==> config.mk <==
export PLATFORM = sky130hd
export DESIGN_NAME = cpc_lowrom_bank_ctrl
export DESIGN_NICKNAME = d
export VERILOG_FILES = /design/src/rtl/cpc_lowrom_bank_ctrl.sv
export SDC_FILE = /design/constraint.sdc
export NUM_CORES = 1
export LEC_CHECK = 0
export ABC_AREA = 1
export CELL_PAD_IN_SITES_DETAIL_PLACEMENT = 1
export CELL_PAD_IN_SITES_GLOBAL_PLACEMENT = 1
export CORE_ASPECT_RATIO = 2
export CORE_MARGIN = 10
export CORE_UTILIZATION = 31
export CTS_CLUSTER_DIAMETER = 30
export DETAILED_ROUTE_END_ITERATION = 7
export GPL_TIMING_DRIVEN = 1
export PLACE_DENSITY_LB_ADDON = 0.05
export SKIP_CTS_REPAIR_TIMING = 1
export SKIP_LAST_GASP = 1
export SLEW_MARGIN = 20
export SYNTH_ARGS = -nofsm -noshare
export SYNTH_HDL_FRONTEND = slang
export SYNTH_SLANG_ARGS = --single-unit
==> constraint.sdc <==
create_clock -name CLK -period 4.25 [get_ports CLK]
set_clock_uncertainty 0.05 [all_clocks]
set_input_delay 0.85 -clock CLK [delete_from_list [all_inputs] [get_ports CLK]]
set_output_delay 0.85 -clock CLK [all_outputs]
set_load 0.005 [all_outputs]
==> src/rtl/cpc_lowrom_bank_ctrl.sv <==
// Lower-ROM socket controller: CPU-writable bank/disable/write-enable register behind an I/O port.
// Optional readback of the control register is built when LOWROM_READBACK_EN is defined.
module cpc_lowrom_bank_ctrl #(
    parameter logic [7:0] IO_PORT_HI  = 8'hFC,
    parameter int         BANK_W      = 1,
    parameter logic [7:0] ARM_KEY     = 8'hA5,
    parameter int         ARM_TIMEOUT = 1023
) (
    input  logic              CLK,
    input  logic              RESET_B,
    input  logic [15:0]       A,
    input  logic [7:0]        D,
    input  logic              IOREQ_B,
    input  logic              MREQ_B,
    input  logic              RD_B,
    input  logic              WR_B,
    input  logic              ROMEN_B,
    input  logic              disable_link,  // hardware "disable" link; the plain name is a reserved word
    output logic              romcs_b,
    output logic              romdis,
    output logic [BANK_W-1:0] rom_bank,
    output logic              rom_we_b,
    output logic [7:0]        d_out,
    output logic              d_oe
);

    localparam int CNT_W = $clog2(ARM_TIMEOUT + 1);

    typedef enum logic {IDLE, ARMED} state_t;

    state_t            r_state, w_state_nxt;
    logic [CNT_W-1:0]  r_cnt, w_cnt_nxt;
    logic [BANK_W-1:0] r_bank, w_bank_nxt;
    logic              r_wren, w_wren_nxt;
    logic              r_soft_dis, w_soft_dis_nxt;
    logic              r_iowr_q;
    logic              w_iowr, w_event, w_off;
    logic              w_unused;

    assign w_iowr  = !IOREQ_B && !WR_B && (A[15:8] == IO_PORT_HI);
    // One event per I/O cycle: only the first sampled edge of a long (wait-stated) strobe counts.
    assign w_event = w_iowr && !r_iowr_q;

    always_comb begin
        // NOTE: every next-state signal is defaulted to its register first so no path infers a latch.
        w_state_nxt    = r_state;
        w_cnt_nxt      = r_cnt;
        w_bank_nxt     = r_bank;
        w_wren_nxt     = r_wren;
        w_soft_dis_nxt = r_soft_dis;
        case (r_state)
            IDLE: begin
                if (w_event) begin
                    if (D == ARM_KEY) begin
                        w_state_nxt = ARMED;
                        w_cnt_nxt   = CNT_W'(ARM_TIMEOUT);
                    end else begin
                        w_bank_nxt     = D[BANK_W-1:0];
                        w_soft_dis_nxt = D[7];
                        w_wren_nxt     = 1'b0;
                    end
                end
            end
            ARMED: begin
                // A write on the expiry cycle still counts as the armed write.
                if (w_event) begin
                    w_bank_nxt     = D[BANK_W-1:0];
                    w_soft_dis_nxt = D[7];
                    w_wren_nxt     = D[6];
                    w_state_nxt    = IDLE;
                end else if (r_cnt == '0) begin
                    w_state_nxt = IDLE;
                end else begin
                    w_cnt_nxt = r_cnt - CNT_W'(1);
                end
            end
            default: w_state_nxt = IDLE;
        endcase
    end

    always_ff @(posedge CLK or negedge RESET_B) begin
        if (!RESET_B) begin
            r_state    <= IDLE;
            r_cnt      <= '0;
            r_bank     <= '0;
            r_wren     <= 1'b0;
            r_soft_dis <= 1'b0;
            r_iowr_q   <= 1'b0;
        end else begin
            // NOTE: sequential state uses non-blocking assignments so all registers update together.
            r_state    <= w_state_nxt;
            r_cnt      <= w_cnt_nxt;
            r_bank     <= w_bank_nxt;
            r_wren     <= w_wren_nxt;
            r_soft_dis <= w_soft_dis_nxt;
            r_iowr_q   <= w_iowr;
        end
    end

    assign w_off    = disable_link || r_soft_dis;
    assign romcs_b  = ROMEN_B || A[14] || w_off;
    assign romdis   = !A[14] && !w_off;
    assign rom_bank = r_bank;
    // Purely combinational so the programming pulse tracks the Z80 write strobe exactly.
    assign rom_we_b = !(r_wren && !w_off && !MREQ_B && !WR_B && !A[15] && !A[14]);

`ifdef LOWROM_READBACK_EN
    logic [7:0] r_d_out;
    logic [3:0] w_bank4;

    assign w_bank4 = 4'(r_bank);

    always_ff @(posedge CLK or negedge RESET_B) begin
        if (!RESET_B) begin
            r_d_out <= 8'h00;
        end else begin
            r_d_out <= {r_soft_dis, r_wren, (r_state == ARMED), disable_link, w_bank4};
        end
    end

    assign d_out = r_d_out;
    assign d_oe  = !IOREQ_B && !RD_B && (A[15:8] == IO_PORT_HI);
`else
    assign d_out = 8'h00;
    assign d_oe  = 1'b0;
`endif

    assign w_unused = ^{RD_B, A[13:0], D};

endmodule

==> results.txt, run 1 <==
Outcome: completed
Setup crit end kind: primary output
Synth warn: 0
Fin cells: 222
Flops & latches, synth: 15
Cells on worst reg2reg path: 7
Buffer depth of the longest clock path: 2
Mux contribution to synthesized area: 0%
Share of cells above drive strength 1: 6.84%
Top cells by count, synth: nand2_1, nand3_1, nor2_1, inv_1, dfrtp_1
Via density: 5.00
Cells after synthesis: 165
Power Density: 220 mW/mm2
Final count of hold timing violations: 0
CTS buffer count: 3
Setup TNS: 0 ns
Async S/R FF share, synth: 100%
Worst Setup Start Kind: input port
Die width: 61.9 um
Syn Area/Cell: 6.60 um2
Worst slew pin tran: 0.755 ns
Fmax achieved: 326 MHz
Mapped Area: 0.00109 mm2
Critical path peak fanout: 4
Compound-Gate Fraction of Synth Area: 3.68%
Sw frac: 23.4%
Worst path depth: 3
Initial DRT Pass Iterations: 4
DIE AREA: 0.00643 mm2
Sequential cell area fraction in the yosys report: 34.5%
Gate power share: 12.4%
ANT nets after route: 0
Clock root buffer: clkbuf_8
Main combinational cell family by area after synthesis: simple AND/OR/NAND/NOR gates
Synth top area share: 34.5%
Buffers on Ports: 26
Crit-path max cell delay: 0.57 ns
# clock sinks: 15
Post-Route WL: 3340 um
Synth area leader: dfrtp_1
VDD IR max: 0.160 mV
Initial Util: 32.2%
CTS tree: done
R2R setup slack: 2.32 ns
R2r endpoint: r_cnt[5]$_DFFE_PN0P_
Critical path class: in2out
Vias in the first global route: 1272
Num ports: 45
CTS H-tree lvls: 1
Top-count cell post-synth: nand2_1
Die H: 104 um
Total GRT Usage: 11.4%
CP arrival: 2.17 ns
CTS clk-pin slew, worst paths: 0.07 ns
Main synth FF type: dfrtp_1
Synth area leaders: dfrtp_1, nand2_1, nand3_1, buf_4, nor2_1
Internal Power: 0.230 mW
Setup crit end: romdis
CP bufs+invs: 2
Largest delay share family, worst path: buffers and inverters
Starting DRT DRC Count: 13
Pleak: 0.723 nW
Area grow syn2layout: 25.7%
Fillcell total: 444
Synth Area in Simple Gates: 44.9%
Final min period: 3.07 ns
RePlAce Congestion: 0.798
Net Sw Power: 0.0705 mW
Pin count of the biggest net entering global routing: 16
Crit-path most repeated cell: clkdlybuf4s50_1
Max-cap violations: 0
Antenna Cells: 0
Seq pwr share: 47.7%
Post-Synth Adder-Cell Area: 1.15%
Core area: 0.00338 mm2
Rows: 30
Final setup vio count: 0
WL per Instance: 15.0 um
Slew HR: 49.5%
Detailed placement HPWL: 2790 um
Hold crit path type: reg2reg
Clock share of power: 39.9%
Slowest CP cell: clkdlybuf4s50_1
Beginning of the critical path: A[14]
First-pass GRT wire length: 5760 um
EDFF count, synth: 0
Netlist cell types: 22
CP cell instances: clkdlybuf4s50_1 > nor3_1 > clkdlybuf4s50_1
# DRC: 0
Cells after DPL: 218
Vias: 1111
Hold WS: 0.436 ns
Max-slew violations: 0
Remaining Overflow, GRT: 0
R2r startpoint: r_state$_DFF_PN0_
Required time worst endpoint: 3.35 ns
Xor-xnor portion of the synthesized cell area: 0%
Tcrit/Tclk final: 72.2%
RSZ-0062 raised after global routing: false
Worst-Skew Late Latency: 0.25 ns
Initial antenna violation count: 0
Fin nets: 224
[worst min path at each step]
stage | start | end | depth (start not counted)
5_1_grt | rom_bank$_DFFE_PN0P_ | rom_bank$_DFFE_PN0P_ | 2
4_1_cts | r_soft_dis$_DFFE_PN0P_ | r_soft_dis$_DFFE_PN0P_ | 2
2_1_floorplan | r_wren$_DFFE_PN0P_ | r_wren$_DFFE_PN0P_ | 2
3_5_place_dp | r_soft_dis$_DFFE_PN0P_ | r_soft_dis$_DFFE_PN0P_ | 2
6_report | r_soft_dis$_DFFE_PN0P_ | r_soft_dis$_DFFE_PN0P_ | 2
3_3_place_gp | rom_bank$_DFFE_PN0P_ | rom_bank$_DFFE_PN0P_ | 2
[stage by stage]
stage | utilization [%] | setup WS, ns | total power [mW] | cell area [um2]
2_1_floorplan | - | 2.10 | 0.161 | 1120
3_3_place_gp | 39.1 | 1.17 | 0.183 | 1320
3_5_place_dp | 39.1 | 1.16 | 0.184 | 1320
4_1_cts | 40.5 | 1.15 | 0.304 | 1370
5_1_grt | 40.5 | 1.05 | 0.316 | 1370
6_report | 40.5 | 1.18 | 0.301 | 1370
[routing by layer]
| layer | track usage (%) | vias to the layer above | share of wire, % |
|---|---|---|---|
| met5 | 0 | - | 0 |
| met4 | 3.86 | 0 | 2.1 |
| met3 | 3.79 | 6 | 5.8 |
| met2 | 21.6 | 27 | 60 |
| met1 | 10.3 | 532 | 32 |
| li1 | - | 546 | - |
[tightest hold or removal path: stages, from the launching register on]
cell and delay [ns]:
dfrtp_1 0.36, nand2_1 0.06, nand2_1 0.05
[state kept, by name, indices dropped and copies added, names as in the netlist]
register	cells
r_cnt	10
rom_bank	1
r_state	1
r_iowr_q	1
r_soft_dis	1
r_wren	1
[cell families after synthesis]
logic type / after synthesis
buf+inv: 32
compound gates: 7
other cells: 1
simple gates: 109
fa+ha+maj: 1
flops: 15
[layout by cell type (no fill, tap or decap)]
| cell | n |
|---|---|
| dfrtp_1 | 15 |
| a21boi_0 | 2 |
| clkinv_2 | 1 |
| nand3_1 | 21 |
| clkdlybuf4s50_1 | 26 |
| nand4_1 | 3 |
| clkbuf_8 | 3 |
| ha_1 | 1 |
| nor2_2 | 3 |
| nor2_4 | 1 |
| nor4b_1 | 1 |
| inv_1 | 18 |
| conb_1 | 9 |
| o21ai_0 | 5 |
| or2_2 | 1 |
| nor3_1 | 1 |
| nand2_2 | 2 |
| nand3b_1 | 3 |
| nand2_1 | 53 |
| nand3_2 | 1 |
| inv_2 | 1 |
| nor2_1 | 19 |
[power groups by stage]
stage / Clock (mW) / Sequential [mW] / Combinational, mW
5_1_grt: 0.131 / 0.144 / 0.0414
6_report: 0.120 / 0.144 / 0.0372
4_1_cts: 0.123 / 0.144 / 0.0375
2_1_floorplan: 0 / 0.146 / 0.0145
3_3_place_gp: 0 / 0.146 / 0.0364
3_5_place_dp: 0 / 0.146 / 0.0375
[layout make-up]
type / instances / area, um2 / area share [%]
Clock buffer: 3 / 41.3 / 3.02
Sequential cell: 15 / 375 / 27.4
Timing Repair Buffer: 26 / 260 / 19.0
Inverter: 19 / 71.3 / 5.21
Clock inverter: 1 / 5.00 / 0.366
Multi-Input combinational cell: 126 / 576 / 42.0
Tap cell: 32 / 40.0 / 2.93
No activity file was read; power rests on OpenSTA's default activity.
==> run 2: changes to the inputs <==
Settings changed: CORE_UTILIZATION 31 to 28.
Clock period 4.25 ns to 3.1 ns, I/O delays scaled along.
==> results.txt, run 2 (same netlist as run 1, synthesis figures left out) <==
Worst slew pin tran: 0.762 ns
Crit-path most repeated cell: clkdlybuf4s50_1
First-pass GRT wire length: 5730 um
Largest register FFs: 10
Pre-CTS setup slack: 0.454 ns
Final setup vio count: 0
Cells after DPL: 238
Tcrit/Tclk final: 84.6%
Sw frac: 23.5%
CP bufs+invs: 2
Pin count of the biggest net entering global routing: 16
CP arrival: 1.95 ns
Commonest non-fill, non-tap cell in the layout: nand2_1
Fin worst setup slack: 0.479 ns
Seq pwr share: 47.7%
Register with the most flip-flops: r_cnt
Final count of hold timing violations: 0
Hold crit path type: reg2reg
Remaining Overflow, GRT: 0
Detailed placement HPWL: 2800 um
Crit-path max cell delay: 0.57 ns
Post-Route WL: 3370 um
Post-layout util: 36.8%
Fin cells: 242
R2R setup slack: 1.22 ns
CTS buffer count: 3
Final instance area: 0.00140 mm2
Required time worst endpoint: 2.43 ns
Rows: 32
Core area: 0.00380 mm2
Final min period: 2.62 ns
Total GRT Usage: 10.2%
DIE AREA: 0.00693 mm2
Fin nets: 225
Max-cap violations: 0
Initial Util: 28.6%
CTS H-tree lvls: 1
Critical path peak fanout: 4
Vias in the first global route: 1237
# DRC: 0
Pleak: 0.728 nW
Starting DRT DRC Count: 23
Outcome: completed
Power Density: 295 mW/mm2
Fmax achieved: 381 MHz
Die H: 108 um
ANT nets after route: 0
Clock root buffer: clkbuf_8
Slowest CP cell: clkdlybuf4s50_1
CTS clk-pin slew, worst paths: 0.07 ns
VDD IR max: 0.155 mV
Slew HR: 49.1%
Setup TNS: 0 ns
Max-slew violations: 0
Buffer depth of the longest clock path: 2
Antenna Cells: 0
Post-DP Area: 0.00135 mm2
RePlAce Congestion: 0.739
Clock share of power: 40.0%
Buffers on Ports: 26
Pwr Total: 0.413 mW
Setup crit end kind: primary output
Initial antenna violation count: 0
Worst Setup Start Kind: input port
Highest-count cells in the layout ignoring fill and taps: nand2_1, clkdlybuf4s50_1, nand3_1, nor2_1, inv_1
Gate power share: 12.4%
Via density: 4.51
Critical path class: in2out
Largest delay share family, worst path: buffers and inverters
Worst-Skew Late Latency: 0.25 ns
Area grow syn2layout: 28.6%
Internal Power: 0.316 mW
WL per Instance: 13.9 um
Vias: 1091
Hold WS: 0.434 ns
# clock sinks: 15
Die width: 64.1 um
Num ports: 45
Initial DRT Pass Iterations: 4
CP cell instances: clkdlybuf4s50_1 > nor3_1 > clkdlybuf4s50_1
Net Sw Power: 0.0971 mW
RSZ-0062 raised after global routing: false
CTS tree: done
Share of cells above drive strength 1: 7.33%
==> run 2: changes by cell type in the layout (fill, tap and decap cells not counted) <==
cell | previous run | this run
buf_4 | 0 | 1
==> run 2: worst reg2reg max path, cell delays in order (launching register included) <==
cell,delay [ns]
dfrtp_1,0.40
inv_1,0.12
ha_1,0.22
nand2_2,0.10
nor2_4,0.15
nand3_1,0.11
nand3_2,0.23
nand2_2,0.23
nand2_1,0.12
nand2_1,0.05
==> run 2: path summary, 6_finish.rpt <==
path,from,to,cells after the start
max in group asynchronous,RESET_B,r_iowr_q$_DFF_PN0_,1
worst max register to register,r_cnt[0]$_DFFE_PN0P_,r_cnt[7]$_DFFE_PN0P_,9
min in group asynchronous,RESET_B,r_cnt[9]$_DFFE_PN0P_,1
worst max-delay path,A[14],romdis,3
worst min register to register,r_wren$_DFFE_PN0P_,r_wren$_DFFE_PN0P_,2
worst min-delay path,r_wren$_DFFE_PN0P_,r_wren$_DFFE_PN0P_,2
==> run 2: power groups by stage <==
stage	logic, mW	clock network (mW)	registers [mW]
finish	0.0511	0.165	0.197
CTS	0.0518	0.169	0.197
detailed placement	0.0517	0	0.201
floorplan	0.0199	0	0.201
global placement	0.0506	0	0.201
global route	0.0573	0.179	0.197
==> run 2: metal layers <==
layer  part of all wire (%)  vias to the layer above  GRT usage (%)
met5                      0                        -              0
met4                   0.74                        0           3.08
met3                    4.9                        2           3.11
met2                     60                       28           21.7
met1                     34                      513           8.26
li1                       -                      548              -
==> run 2: area by class of cell <==
cell class	instances	area, um2
Timing Repair Buffer	27	268
Multi-Input combinational cell	126	576
Clock inverter	1	5.00
Inverter	19	71.3
Fill cell	497	2400
Sequential cell	15	375
Tap cell	51	63.8
Clock buffer	3	41.3
==> run 3: changes to the inputs <==
Clock period 3.1 ns to 2.6 ns, I/O delays scaled along.
==> results.txt, run 3 (same netlist as run 1, synthesis figures left out) <==
Antenna Cells: 0
RePlAce Congestion: 0.745
Worst slew pin tran: 0.750 ns
Remaining Overflow, GRT: 0
Setup TNS: 0 ns
Worst-Skew Late Latency: 0.25 ns
Highest-count cells in the layout ignoring fill and taps: nand2_1, clkdlybuf4s50_1, nand3_1, nor2_1, inv_1
Fmax achieved: 410 MHz
Slowest CP cell: clkdlybuf4s50_1
Worst path depth: 3
Register with the most flip-flops: r_cnt
Slew HR: 49.8%
Final count of hold timing violations: 0
Die H: 108 um
Num ports: 45
CP arrival: 1.87 ns
CTS buffer count: 3
Cells on worst reg2reg path: 9
Die width: 64.1 um
Critical path class: in2out
Post-layout util: 37.0%
Area taken by multi-input logic gates: 576 um2
Reg area: 375 um2
HP Start: rom_bank$_DFFE_PN0P_
Total GRT Usage: 10.6%
Commonest non-fill, non-tap cell in the layout: nand2_1
Vias: 1125
Power Density: 348 mW/mm2
CTS tree: done
Pleak: 0.730 nW
Initial Util: 28.6%
Hold crit path type: reg2reg
CP cell instances: clkdlybuf4s50_1 > nor3_1 > clkdlybuf4s50_1
Area grow syn2layout: 29.2%
Post-Route WL: 3460 um
CP bufs+invs: 2
DIE AREA: 0.00693 mm2
Detailed placement HPWL: 2940 um
VDD IR max: 0.171 mV
Rows: 32
Tcrit/Tclk final: 93.8%
WL per Instance: 14.2 um
Core area: 0.00380 mm2
Largest delay share family, worst path: buffers and inverters
Share of cells above drive strength 1: 7.29%
Vias in the first global route: 1260
Clock root buffer: clkbuf_8
R2r startpoint: r_cnt[0]$_DFFE_PN0P_
Final setup vio count: 0
Worst Setup Start Kind: input port
Final min period: 2.44 ns
Buffers on Ports: 26
Initial antenna violation count: 0
Fin nets: 226
CTS clk-pin slew, worst paths: 0.06 ns
Starting DRT DRC Count: 29
Setup crit end kind: primary output
First-pass GRT wire length: 5840 um
Fillcell total: 491
Beginning of the critical path: A[14]
Critical path peak fanout: 4
Pin count of the biggest net entering global routing: 16
CTS H-tree lvls: 1
Worst hold path cell count: 2
Max-slew violations: 0
Via density: 4.63
# DRC: 0
Buffer depth of the longest clock path: 2
# clock sinks: 15
Crit-path most repeated cell: clkdlybuf4s50_1
Crit-path max cell delay: 0.58 ns
Max-cap violations: 0
Initial DRT Pass Iterations: 4
ANT nets after route: 0
Required time worst endpoint: 2.03 ns
Pwr Total: 0.489 mW
Outcome: completed
Largest register FFs: 10
RSZ-0062 raised after global routing: false
## run 3: final cells by class
| class | instances | share of cell area [%] |
|---|---|---|
| multi-input combinational | 126 | 40.9 |
| inverter | 19 | 5.07 |
| clock buffer | 4 | 3.20 |
| sequential | 15 | 26.7 |
| tap | 51 | 4.54 |
| timing repair buffer | 28 | 19.6 |
## run 3: power breakdown
part           switching, mW  total [mW]  leakage (nW)  internal, mW
Clock                 0.0847       0.193        0.0228         0.109
Combinational         0.0248      0.0612         0.497        0.0364
Sequential          0.000571       0.235         0.209         0.234
Total                  0.110       0.489         0.730         0.379
## run 3: path summary, 6_finish.rpt
path / end / slack [ns]
setup / recovery: romdis / 0.16
hold / removal: rom_bank$_DFFE_PN0P_ / 0.44
setup reg to reg: r_cnt[2]$_DFFE_PN0P_ / 0.70
hold reg to reg: rom_bank$_DFFE_PN0P_ / 0.44
max in group asynchronous: r_cnt[6]$_DFFE_PN0P_ / 1.36
min in group asynchronous: r_cnt[8]$_DFFE_PN0P_ / 0.66
## run 3: per-stage QoR
stage | cell area (um2) | hold WS (ns) | worst slack [ns] | cells
floorplan | 1120 | 0.174 | 1.11 | 173
detailed placement | 1360 | 0.430 | 0.136 | 239
finish | 1410 | 0.442 | 0.160 | 243
CTS | 1410 | 0.446 | 0.124 | 243
global route | 1410 | 0.483 | 0.0354 | 243
global placement | 1360 | 0.409 | 0.164 | 239
## run 3: metal layers
metal,routed length [um],vias to the layer above,GRT usage (%),part of all wire [%]
li1,-,552,-,-
met1,1160,543,8.90,33
met2,2060,25,21.6,60
met3,183,5,3.21,5.3
met4,54,0,4.46,1.6
met5,0,-,0,0
## run 3: worst min-delay path, delay by kind of cell, from the launching register on
| kind | cells | cell delay (ns) |
|---|---|---|
| flops | 1 | 0.35 |
| simple gates | 2 | 0.11 |
